$ cat src/rtl/uart_pkg.sv
// uart_pkg
// Shared definitions for the UART receive and transmit blocks.
//   uart_rx_state_e : receiver frame-sequencing states
//   parity_calc     : expected parity bit for a data word (also used by uart_tx)
package uart_pkg;

  typedef enum logic [2:0] {
    RX_IDLE,
    RX_START,
    RX_DATA,
    RX_PARITY,
    RX_STOP
  } uart_rx_state_e;

  // Widest data word the parity helper accepts. Narrower words are
  // zero-extended by the caller, which leaves the XOR reduction unchanged.
  localparam int PARITY_MAX_WIDTH = 32;

  // typ = 0 gives even parity, typ = 1 gives odd parity. The result is the
  // parity bit that must accompany 'data' on the line.
  function automatic logic parity_calc(input logic [PARITY_MAX_WIDTH-1:0] data,
                                       input logic                        typ);
    return (^data) ^ typ;
  endfunction

endpackage

$ cat src/rtl/uart_rx_sampler.sv
// uart_rx_sampler
// Line synchronizer, per-bit oversampling counter and 3-sample majority vote.
//   clk, res_n : clock and synchronous active-low reset
//   rx_in      : raw serial line (asynchronous, idle high)
//   cnt_start  : restart the bit counter (start edge seen this cycle)
//   cnt_run    : counter advances while a frame is in progress
//   rx_fall    : synchronized line fell this cycle (previous 1, current 0)
//   bit_val    : majority of the samples at cnt = H-1, H and H+1
//   bit_done   : vote strobe, high while cnt = H+1
//   bit_end    : high on the last clock of a bit period
module uart_rx_sampler #(
  parameter int OVERSAMPLE = 8
) (
  input  logic clk,
  input  logic res_n,
  input  logic rx_in,
  input  logic cnt_start,
  input  logic cnt_run,
  output logic rx_fall,
  output logic bit_val,
  output logic bit_done,
  output logic bit_end
);

  localparam int CNT_W = $clog2(OVERSAMPLE);
  localparam int H     = OVERSAMPLE / 2;

  localparam logic [CNT_W-1:0] CNT_SAMP0 = CNT_W'(H - 1);
  localparam logic [CNT_W-1:0] CNT_SAMP1 = CNT_W'(H);
  localparam logic [CNT_W-1:0] CNT_VOTE  = CNT_W'(H + 1);
  localparam logic [CNT_W-1:0] CNT_LAST  = CNT_W'(OVERSAMPLE - 1);

  logic             rx_meta;
  logic             rx_s;
  logic             rx_s_d;
  logic [CNT_W-1:0] cnt;
  logic             samp0;
  logic             samp1;

  // Two-flop synchronizer plus one delayed copy for edge detection. All
  // three reset to the idle level so a reset never fakes a start edge.
  always_ff @(posedge clk) begin
    if (!res_n) begin
      rx_meta <= 1'b1;
      rx_s    <= 1'b1;
      rx_s_d  <= 1'b1;
    end else begin
      rx_meta <= rx_in;
      rx_s    <= rx_meta;
      rx_s_d  <= rx_s;
    end
  end

  // The edge-detect cycle itself counts as cnt = 0, so the counter is loaded
  // with 1 there; this centres the vote window on the middle of each bit.
  always_ff @(posedge clk) begin
    if (!res_n) begin
      cnt <= '0;
    end else if (cnt_start) begin
      cnt <= CNT_W'(1);
    end else if (cnt_run) begin
      cnt <= (cnt == CNT_LAST) ? '0 : cnt + CNT_W'(1);
    end else begin
      cnt <= '0;
    end
  end

  // The first two vote samples are held; the third is the live line value
  // during the vote cycle so the decision is available at cnt = H+1.
  always_ff @(posedge clk) begin
    if (!res_n) begin
      samp0 <= 1'b1;
      samp1 <= 1'b1;
    end else begin
      if (cnt == CNT_SAMP0) samp0 <= rx_s;
      if (cnt == CNT_SAMP1) samp1 <= rx_s;
    end
  end

  assign rx_fall  = rx_s_d & ~rx_s;
  assign bit_val  = (samp0 & samp1) | (samp0 & rx_s) | (samp1 & rx_s);
  assign bit_done = (cnt == CNT_VOTE);
  assign bit_end  = (cnt == CNT_LAST);

endmodule

$ cat src/rtl/uart_rx.sv
// uart_rx
// Oversampling UART receiver: start bit, DATA_WIDTH data bits LSB first,
// optional parity bit, one stop bit. OVERSAMPLE must be even and >= 4.
//   clk, res_n  : clock and synchronous active-low reset
//   rx_in       : serial line, idle high, asynchronous to clk
//   par_en      : parity bit expected (latched at the start edge)
//   par_typ     : 0 even, 1 odd parity (latched at the start edge)
//   p_data      : last good received word
//   data_valid  : one-cycle pulse when p_data is updated
//   par_err     : one-cycle pulse on a parity mismatch
//   stp_err     : one-cycle pulse when the stop bit is 0
//   busy        : high while a frame is being received
module uart_rx
  import uart_pkg::*;
#(
  parameter int DATA_WIDTH = 8,
  parameter int OVERSAMPLE = 8
) (
  input  logic                  clk,
  input  logic                  res_n,
  input  logic                  rx_in,
  input  logic                  par_en,
  input  logic                  par_typ,
  output logic [DATA_WIDTH-1:0] p_data,
  output logic                  data_valid,
  output logic                  par_err,
  output logic                  stp_err,
  output logic                  busy
);

  localparam int IDX_W = (DATA_WIDTH > 1) ? $clog2(DATA_WIDTH) : 1;
  localparam logic [IDX_W-1:0] LAST_IDX = IDX_W'(DATA_WIDTH - 1);

  uart_rx_state_e        state;
  logic [IDX_W-1:0]      bit_idx;
  logic [DATA_WIDTH-1:0] shift_reg;
  logic                  par_en_l;
  logic                  par_typ_l;
  logic                  par_fail;

  logic rx_fall;
  logic bit_val;
  logic bit_done;
  logic bit_end;
  logic start_edge;
  logic cnt_run;

  assign start_edge = (state == RX_IDLE) && rx_fall;
  assign cnt_run    = (state != RX_IDLE);

  uart_rx_sampler #(
    .OVERSAMPLE (OVERSAMPLE)
  ) u_sampler (
    .clk       (clk),
    .res_n     (res_n),
    .rx_in     (rx_in),
    .cnt_start (start_edge),
    .cnt_run   (cnt_run),
    .rx_fall   (rx_fall),
    .bit_val   (bit_val),
    .bit_done  (bit_done),
    .bit_end   (bit_end)
  );

  // Frame sequencer. Outputs are registered here so every pulse appears the
  // cycle after the stop-bit vote. The stop state leaves at the vote rather
  // than at the end of the bit so that a start edge arriving early in the
  // second half of the stop bit is still caught.
  always_ff @(posedge clk) begin
    if (!res_n) begin
      state      <= RX_IDLE;
      bit_idx    <= '0;
      shift_reg  <= '0;
      par_en_l   <= 1'b0;
      par_typ_l  <= 1'b0;
      par_fail   <= 1'b0;
      p_data     <= '0;
      data_valid <= 1'b0;
      par_err    <= 1'b0;
      stp_err    <= 1'b0;
      busy       <= 1'b0;
    end else begin
      data_valid <= 1'b0;
      par_err    <= 1'b0;
      stp_err    <= 1'b0;

      case (state)
        RX_IDLE: begin
          if (start_edge) begin
            state     <= RX_START;
            busy      <= 1'b1;
            par_en_l  <= par_en;
            par_typ_l <= par_typ;
            par_fail  <= 1'b0;
            bit_idx   <= '0;
          end
        end

        // A start bit that votes high was a glitch: drop it silently.
        RX_START: begin
          if (bit_done && bit_val) begin
            state <= RX_IDLE;
            busy  <= 1'b0;
          end else if (bit_end) begin
            state <= RX_DATA;
          end
        end

        RX_DATA: begin
          if (bit_done) shift_reg[bit_idx] <= bit_val;
          if (bit_end) begin
            if (bit_idx == LAST_IDX) begin
              bit_idx <= '0;
              state   <= par_en_l ? RX_PARITY : RX_STOP;
            end else begin
              bit_idx <= bit_idx + IDX_W'(1);
            end
          end
        end

        RX_PARITY: begin
          if (bit_done)
            par_fail <= (bit_val != parity_calc(PARITY_MAX_WIDTH'(shift_reg), par_typ_l));
          if (bit_end) state <= RX_STOP;
        end

        RX_STOP: begin
          if (bit_done) begin
            state <= RX_IDLE;
            busy  <= 1'b0;
            if (!bit_val) begin
              stp_err <= 1'b1;
            end else if (par_fail) begin
              par_err <= 1'b1;
            end else begin
              p_data     <= shift_reg;
              data_valid <= 1'b1;
            end
          end
        end

        default: begin
          state <= RX_IDLE;
          busy  <= 1'b0;
        end
      endcase
    end
  end

endmodule

$ cat config.mk
export PLATFORM = sky130hd
export DESIGN_NAME = uart_rx
export DESIGN_NICKNAME = d
export VERILOG_FILES = /design/src/rtl/uart_pkg.sv /design/src/rtl/uart_rx_sampler.sv /design/src/rtl/uart_rx.sv
export SDC_FILE = /design/constraint.sdc
export NUM_CORES = 1
export LEC_CHECK = 0
export ABC_CLOCK_PERIOD_IN_PS = 1600
export BUFFER_PORTS_ARGS = -buffer_cell sky130_fd_sc_hd__buf_2
export CAP_MARGIN = 30
export CORE_ASPECT_RATIO = 0.8
export CORE_MARGIN = 5
export CORE_UTILIZATION = 52
export DETAILED_ROUTE_END_ITERATION = 7
export GPL_ROUTABILITY_DRIVEN = 0
export PLACE_DENSITY = 0.74
export SLEW_MARGIN = 20
export SYNTH_ARGS = -nofsm -noshare
export SYNTH_HDL_FRONTEND = slang
export SYNTH_SLANG_ARGS = --single-unit
$ cat constraint.sdc
create_clock -name clk -period 1.6 [get_ports clk]
set_clock_uncertainty 0.1 [all_clocks]
set_input_delay 0.08 -clock clk [delete_from_list [all_inputs] [get_ports clk]]
set_output_delay 0.08 -clock clk [all_outputs]
set_load 0.01 [all_outputs]
==> results of run 1 <==
synth_stat cells, drive strengths merged (2+ instances only):
| master | instances |
|---|---|
| dfxtp | 37 |
| nor2 | 28 |
| mux2i | 19 |
| nand2 | 11 |
| clkbuf | 9 |
| ha | 7 |
| inv | 7 |
| nand3 | 7 |
| nand4 | 7 |
| a21oi | 6 |
| nor4 | 4 |
| a211o | 3 |
| a22oi | 3 |
| nand2b | 3 |
| nor2b | 3 |
| xnor2 | 3 |
| o211ai | 2 |
| o21ai | 2 |
| or3b | 2 |
| xnor3 | 2 |
per-layer routing:
metal	global-route usage	vias to the layer above	wire length, um	part of all wire
li1	-	719	-	-
met1	0.2543	724	1984	0.46
met2	0.2967	38	2086	0.48
met3	0.04731	9	210	0.048
met4	0.06718	0	64	0.015
met5	0	-	0	0
layout make-up:
cell class                      count  area, um2
Clock inverter                      3      65.06
Inverter                            7      26.28
Clock buffer                        5      68.82
Timing Repair Buffer               44      317.8
Tap cell                           40      50.05
Fill cell                         205      789.5
Sequential cell                    37      750.7
Multi-Input combinational cell    127       1040
what timing repair did:
item / 4_1_cts / 5_1_grt
hold endpoints to repair: 3 / 0
setup buffers: 0 / 2
cloned: 0 / 1
hold buffers: 3 / 0
resized for setup: 16 / 24
setup endpoints to repair: 19 / 24
pin swaps: 2 / 9
kinds of logic (layout without fill, tap and decap cells):
group                    after synthesis  count (layout)  share of synthesized area
AO/OA/AOI/OAI                         19              19                    0.07528
XOR/XNOR                               6               6                    0.04723
adder cells (fa/ha/maj)                8               8                    0.05756
buffers and inverters                 17              59                    0.04206
flip-flops                            37              37                     0.4369
multiplexers                          19              19                     0.1122
AND/OR/NAND/NOR                       75              75                     0.2288
tightest hold or removal path, delay by kind of cell:
family / cells / cell delay [ns]
AND/OR/NAND/NOR: 1 / 0.06
buffers and inverters: 2 / 0.29
where the power goes:
part / leakage, nW / internal [mW] / switching [mW]
Sequential: 0.301 / 0.957 / 0.0283
Combinational: 0.654 / 0.204 / 0.241
Clock: 0.0681 / 0.619 / 0.338
Total: 1.02 / 1.78 / 0.608
final timing paths:
| check | start | to | slack [ns] | cells after the start |
|---|---|---|---|---|
| max | state[0] | p_data[2] | -0.25 | 5 |
| min | res_n | u_sampler.samp0 | 0.06 | 3 |
| max reg2reg | state[0] | p_data[2] | -0.25 | 5 |
| min reg2reg | u_sampler.rx_meta | u_sampler.rx_s | 0.33 | 1 |
through the flow:
| step | worst slack, ns | power, mW | cell area (um2) | hold WS (ns) | setup TNS, ns |
|---|---|---|---|---|---|
| 2_1_floorplan | -0.1270 | 1.200 | 1724 | 0.05304 | -1.019 |
| 3_3_place_gp | -0.1546 | 1.310 | 1964 | 0.1675 | -1.967 |
| 3_5_place_dp | -0.2043 | 1.330 | 1964 | 0.1649 | -2.516 |
| 4_1_cts | -0.2074 | 2.334 | 2200 | 0.05309 | -1.654 |
| 5_1_grt | -0.2817 | 2.475 | 2318 | 0.07073 | -2.676 |
| 6_report | -0.2546 | 2.388 | 2318 | 0.06193 | -1.907 |
==> metrics.txt, run 1 <==
clock transition at the registers of the reported paths=0.08 ns; mean area per synthesized cell=9.367 um2; CTS Buf Count=5; Layout Utilization=0.7460; Max Fanout on Critical Path=5; dominant synthesized flop cell=sky130_fd_sc_hd__dfxtp_1; clock sink total=37; final worst path period share=1.159; number of diodes added for antenna fixing=0; First-pass DRT Iterations=4; Total GRT Usage=0.1887; Fin. Hold Viols=0; cell type group with the largest total delay on the critical path=simple AND/OR/NAND/NOR gates; share of the synthesized area in the top cell type=0.4369; number of cell rows=18; Wirelength per Cell=16.52 um; Slew @ Worst Pin=between 0.2 and 0.3 ns; number of violations of the max-capacitance limit=0; flip-flop and latch count after synthesis=37; Post-synth EDFFs=0; initial core utilization=0.5455; category of the worst setup path capture point=flip-flop; Die W=73.84 um; Syn Nets=193; later-pin clock latency in the skew report=0.29 ns; synth-to-layout area growth=36.75%; number of max-slew violations in the final report=0; max-slew headroom at the worst pin=0.8088; stage delay of the slowest cell on the critical path=0.50 ns; maximum vdd drop=approximately 0.8 mV; cells along the critical path=or3b_4, or4b_4, buf_6, mux2i_1, nor2_1; class of the most critical hold timing path=in2reg; standard cell with the maximum stage delay on the critical path=sky130_fd_sc_hd__or4b_4; final instance count without filler cells=around 260; standby leakage power=just over 1 nW; fraction of the yosys area taken by sequential cells=0.4369; CTS tree=yes; post-detail-place hpwl=2788 um; DR vias=1,490; async set-or-reset flop fraction in the synthesized netlist=0; Root Buffer Master=sky130_fd_sc_hd__clkbuf_8; die outline height=61.07 um; Netlist Area Pre-Place=1695 um2; upper clock frequency limit=539.2 MHz; DR DRC count=0; violated checks=setup timing; outcome=finished with violations; unrepaired setup endpoints after global routing=true; Gate Count Post-Synth=around 180; layout cells sized above 1=0.3587; category of the critical setup timing path=reg2reg; IO buf count=16; time the worst path needs with I/O delays and setup=1.855 ns; area inside the core boundary=3108 um2; global route overflow=0; total of endpoints with negative setup slack in the final report=14; setup slack after layout=-0.2546 ns; data arrival time of the critical path=between 1.5 and 2 ns; antenna violations before repair=0; most frequent standard cell in the layout excluding fill and tap cells=sky130_fd_sc_hd__dfxtp_1; required arrival time at the worst endpoint=about 1.7 ns; library cells used by synthesis=37; crit start category=flip-flop; post-DR vias/cell=5.665; Buf+Inv Stages, Crit Path=1; Synth area leader=sky130_fd_sc_hd__dfxtp_1; vias in the first global route=about 1.4k; count of nets after finishing=234; most frequent cells in the layout=sky130_fd_sc_hd__dfxtp_1, sky130_fd_sc_hd__nor2_1, sky130_fd_sc_hd__mux2i_1; number of placed I/O pins=17; total of warnings raised by yosys=0; Area contributors post-synth=sky130_fd_sc_hd__dfxtp_1, sky130_fd_sc_hd__mux2i_1, sky130_fd_sc_hd__nor2_1; CTS H-Tree Depth=2; maximum root-to-sink buffer count=2; first-pass GRT wire length=6486 um; number of DRC violations after detailed-routing iteration 0=between 100 and 150; Final ANT Viol Nets=0; largest net degree at the start of global routing=29; drt total wl=between 4000 and 5000 um; Die Footprint=4509 um2; pwr dens=1030 nW/um2; count of placed standard cells including taps=249
No activity file was read; power rests on OpenSTA's default activity.
==> inputs of run 2 (changes only) <==
CORE_UTILIZATION = 55   (was 52)
CTS_BUF_LIST = sky130_fd_sc_hd__clkbuf_8   (was unset)
PLACE_DENSITY = 0.78   (was 0.74)
SYNTH_HIERARCHICAL = 1   (was unset)
==> metrics.txt, run 2 <==
synth-to-layout area growth=32.91% (was 36.75%); number of cell instances on the worst register-to-register path=7 (was 5); Final Power=2.415 mW (was 2.388 mW); category of the critical setup timing path=reg2reg (unchanged); switching fraction of total power=0.3314 (was 0.2545); data arrival time of the critical path=1.95 ns (was 1.92 ns); reg-to-reg critical path startpoint=u_sampler/cnt[1] (was state[0]); post-DR vias/cell=5.756 (was 5.665); standby leakage power=1.047 nW (was 1.024 nW); fraction of the yosys area taken by sequential cells=0.4000 (was 0.4369); final worst path period share=1.163 (was 1.159); maximum vdd drop=0.8135 mV (was 0.8113 mV); count of nets after finishing=246 (was 234); setup slack after layout=-0.2606 ns (was -0.2546 ns); upper clock frequency limit=537.5 MHz (was 539.2 MHz); standard cell with the maximum stage delay on the critical path=sky130_fd_sc_hd__or4b_4 (unchanged); antenna violations before repair=0 (unchanged); Post-synth EDFFs=0 (unchanged); Buf+Inv Stages, Crit Path=1 (unchanged); total of warnings raised by yosys=6 (was 0); pwr dens=981.4 nW/um2 (was 1030 nW/um2); Area contributors post-synth=sky130_fd_sc_hd__dfxtp_1, sky130_fd_sc_hd__mux2i_1, sky130_fd_sc_hd__nor2_1 (unchanged); total of endpoints with negative setup slack in the final report=24 (was 14); layout cells sized above 1=0.3745 (was 0.3587); max-slew headroom at the worst pin=0.7460 (was 0.8088); later-pin clock latency in the skew report=0.29 ns (about the same); internal power=1.615 mW (was 1.780 mW); number of cell rows=18 (unchanged); maximum root-to-sink buffer count=2 (unchanged); Netlist Area Pre-Place=1852 um2 (was 1695 um2); number of DRC violations after detailed-routing iteration 0=130 (was 103); IO buf count=16 (unchanged); vias in the first global route=1,573 (was 1,362); CP Launch Point=u_sampler/cnt[1] (was state[0]); global route overflow=0 (unchanged); cell type group with the largest total delay on the critical path=simple AND/OR/NAND/NOR gates (unchanged); library cells used by synthesis=45 (was 37); Slew @ Worst Pin=0.3802 ns (was 0.2868 ns); share of the synthesized area in the top cell type=0.4000 (was 0.4369); async set-or-reset flop fraction in the synthesized netlist=0 (unchanged); Total GRT Usage=0.2147 (was 0.1887); Layout Cell Area excl Fill=2461 um2 (was 2318 um2); stage delay of the slowest cell on the critical path=0.50 ns (about the same); placed standard-cell area=2127 um2 (was 1964 um2); CTS Buf Count=5 (unchanged); Reg power frac=0.421 (was 0.413); unrepaired setup endpoints after global routing=true (unchanged); flip-flop and latch count after synthesis=37 (unchanged); number of violations of the max-capacitance limit=0 (unchanged); DR vias=1,583 (was 1,490); number of placed I/O pins=17 (unchanged); WP depth=7 (was 5); setup slack at placement=-0.2107 ns (was -0.2043 ns); most frequent cells in the layout=sky130_fd_sc_hd__dfxtp_1, sky130_fd_sc_hd__buf_4, sky130_fd_sc_hd__nor2_1 (was sky130_fd_sc_hd__dfxtp_1, sky130_fd_sc_hd__nor2_1, sky130_fd_sc_hd__mux2i_1); post-detail-place hpwl=2944 um (was 2788 um); crit start category=flip-flop (unchanged); NetSw=800.5 uW (was 607.6 uW); Syn Nets=203 (was 193); Die Footprint=4635 um2 (was 4509 um2); Wirelength per Cell=17.24 um (was 16.52 um); first-pass GRT wire length=7320 um (was 6486 um); DR DRC count=0 (unchanged); RR Endpoint=shift_reg[4] (was p_data[2]); largest net degree at the start of global routing=22 (was 29); cell with the most instances after synthesis=sky130_fd_sc_hd__dfxtp_1 (unchanged); cells along the critical path=inv_2, ha_4, and2_4, or4b_4, nor3_4, mux2i_1, nor2_1 (was or3b_4, or4b_4, buf_6, mux2i_1, nor2_1); dominant synthesized flop cell=sky130_fd_sc_hd__dfxtp_1 (unchanged); fillcell total=193 (was 205); class of the most critical hold timing path=in2reg (unchanged); area inside the core boundary=3153 um2 (was 3108 um2); CTS H-Tree Depth=2 (unchanged); Final ANT Viol Nets=0 (unchanged); setup slack on the worst flop-to-flop path=-0.26 ns (was -0.25 ns); number of max-slew violations in the final report=0 (unchanged); CTS tree=yes (unchanged); Die W=74.88 um (was 73.84 um); Root Buffer Master=sky130_fd_sc_hd__clkbuf_8 (unchanged); Gate Count Post-Synth=191 (was 181); clock transition at the registers of the reported paths=0.08 ns (about the same); Commonest cells post-synth=sky130_fd_sc_hd__dfxtp_1, sky130_fd_sc_hd__nor2_1, sky130_fd_sc_hd__mux2i_1 (unchanged); required arrival time at the worst endpoint=1.69 ns (was 1.67 ns); tightest hold margin=0.02763 ns (was 0.06193 ns); worst setup path endpoint=shift_reg[4] (was p_data[2]); category of the worst setup path capture point=flip-flop (unchanged); violated checks=setup timing (unchanged); mean area per synthesized cell=9.695 um2 (was 9.367 um2); clock power share=0.269 (was 0.401); clock sink total=37 (unchanged); drt total wl=4741 um (was 4345 um); Synth area leader=sky130_fd_sc_hd__dfxtp_1 (unchanged); Max Fanout on Critical Path=2 (was 5); outcome=finished with violations (unchanged); most frequent standard cell in the layout excluding fill and tap cells=sky130_fd_sc_hd__dfxtp_1 (unchanged); area of combinational cells with multiple inputs=1201 um2 (was 1040 um2); Fin. Hold Viols=0 (unchanged); die outline height=61.90 um (was 61.07 um); First-pass DRT Iterations=4 (unchanged); Storage cell area=744.5 um2 (was 750.7 um2); initial core utilization=0.5873 (was 0.5455); number of diodes added for antenna fixing=0 (unchanged); time the worst path needs with I/O delays and setup=1.861 ns (was 1.855 ns); combinational share of power=0.309 (was 0.186)
==> run 2: metrics by stage <==
| step | instances | utilization | TNS (ns) |
|---|---|---|---|
| 5_1_grt | 275 | 0.7806 | -4.689 |
| 3_5_place_dp | 259 | 0.6746 | -1.991 |
| 4_1_cts | 273 | 0.7528 | -1.898 |
| 2_1_floorplan | 191 | - | -0.4111 |
| 6_report | 275 | 0.7806 | -3.017 |
| 3_3_place_gp | 259 | 0.6746 | -0.7874 |
==> run 2: cell families (layout without fill, tap and decap cells) <==
logic type,after synthesis,in the layout,share of synthesized area
AND/OR/NAND/NOR,80,80,0.2689
flip-flops,37,37,0.4000
multiplexers,21,21,0.1142
AO/OA/AOI/OAI,19,19,0.06892
buffers and inverters,18,62,0.04932
adder cells (fa/ha/maj),8,8,0.05338
XOR/XNOR,8,8,0.04527
==> run 2: layer usage <==
layer,GRT usage,wire length [um],up-vias
met4,0.1041,137,0
li1,-,-,752
met3,0.04823,295,15
met2,0.3697,2379,60
met1,0.2554,1929,756
met5,0,0,-
==> run 2: timing repair <==
action	in CTS	in global routing
hold buffers	3	0
endpoints found under the setup margin	22	27
hold endpoints to repair	3	0
setup buffers	3	2
gates resized for setup	20	14
pin swaps	10	10
==> run 2: power by group through the flow <==
stage	registers (mW)	logic (mW)	clock network, mW
after floorplan	1.00	0.443	0
after global placement	1.02	0.581	0
after detailed placement	1.02	0.602	0
after CTS	1.01	0.675	0.653
after global routing	1.02	0.803	0.699
final	1.02	0.747	0.651
==> run 2: worst min path at each step <==
stage                     start                end  slack [ns]  cells after the start
after floorplan           res_n    u_sampler/samp0        0.04                      1
after global placement    rx_in  u_sampler/rx_meta        0.17                      2
final                     res_n           par_en_l        0.03                      3
after global routing      res_n           par_en_l        0.03                      3
after detailed placement  rx_in  u_sampler/rx_meta        0.17                      2
after CTS                 res_n           par_en_l       0.004                      3
==> run 2: area by class of cell <==
class                      instances  area share
clock inverter                     3    0.007117
inverter                           6    0.009151
multi-input combinational        136      0.4881
tap                               40     0.02034
sequential                        37      0.3025
timing repair buffer              48      0.1449
clock buffer                       5     0.02796
==> run 2: worst register-to-register path, cell delays in order (launching register included) <==
cell and delay (ns):
sky130_fd_sc_hd__dfxtp_2 0.33, sky130_fd_sc_hd__inv_2 0.07, sky130_fd_sc_hd__ha_4 0.13, sky130_fd_sc_hd__and2_4 0.15
sky130_fd_sc_hd__or4b_4 0.51, sky130_fd_sc_hd__nor3_4 0.16, sky130_fd_sc_hd__mux2i_1 0.24, sky130_fd_sc_hd__nor2_1 0.06
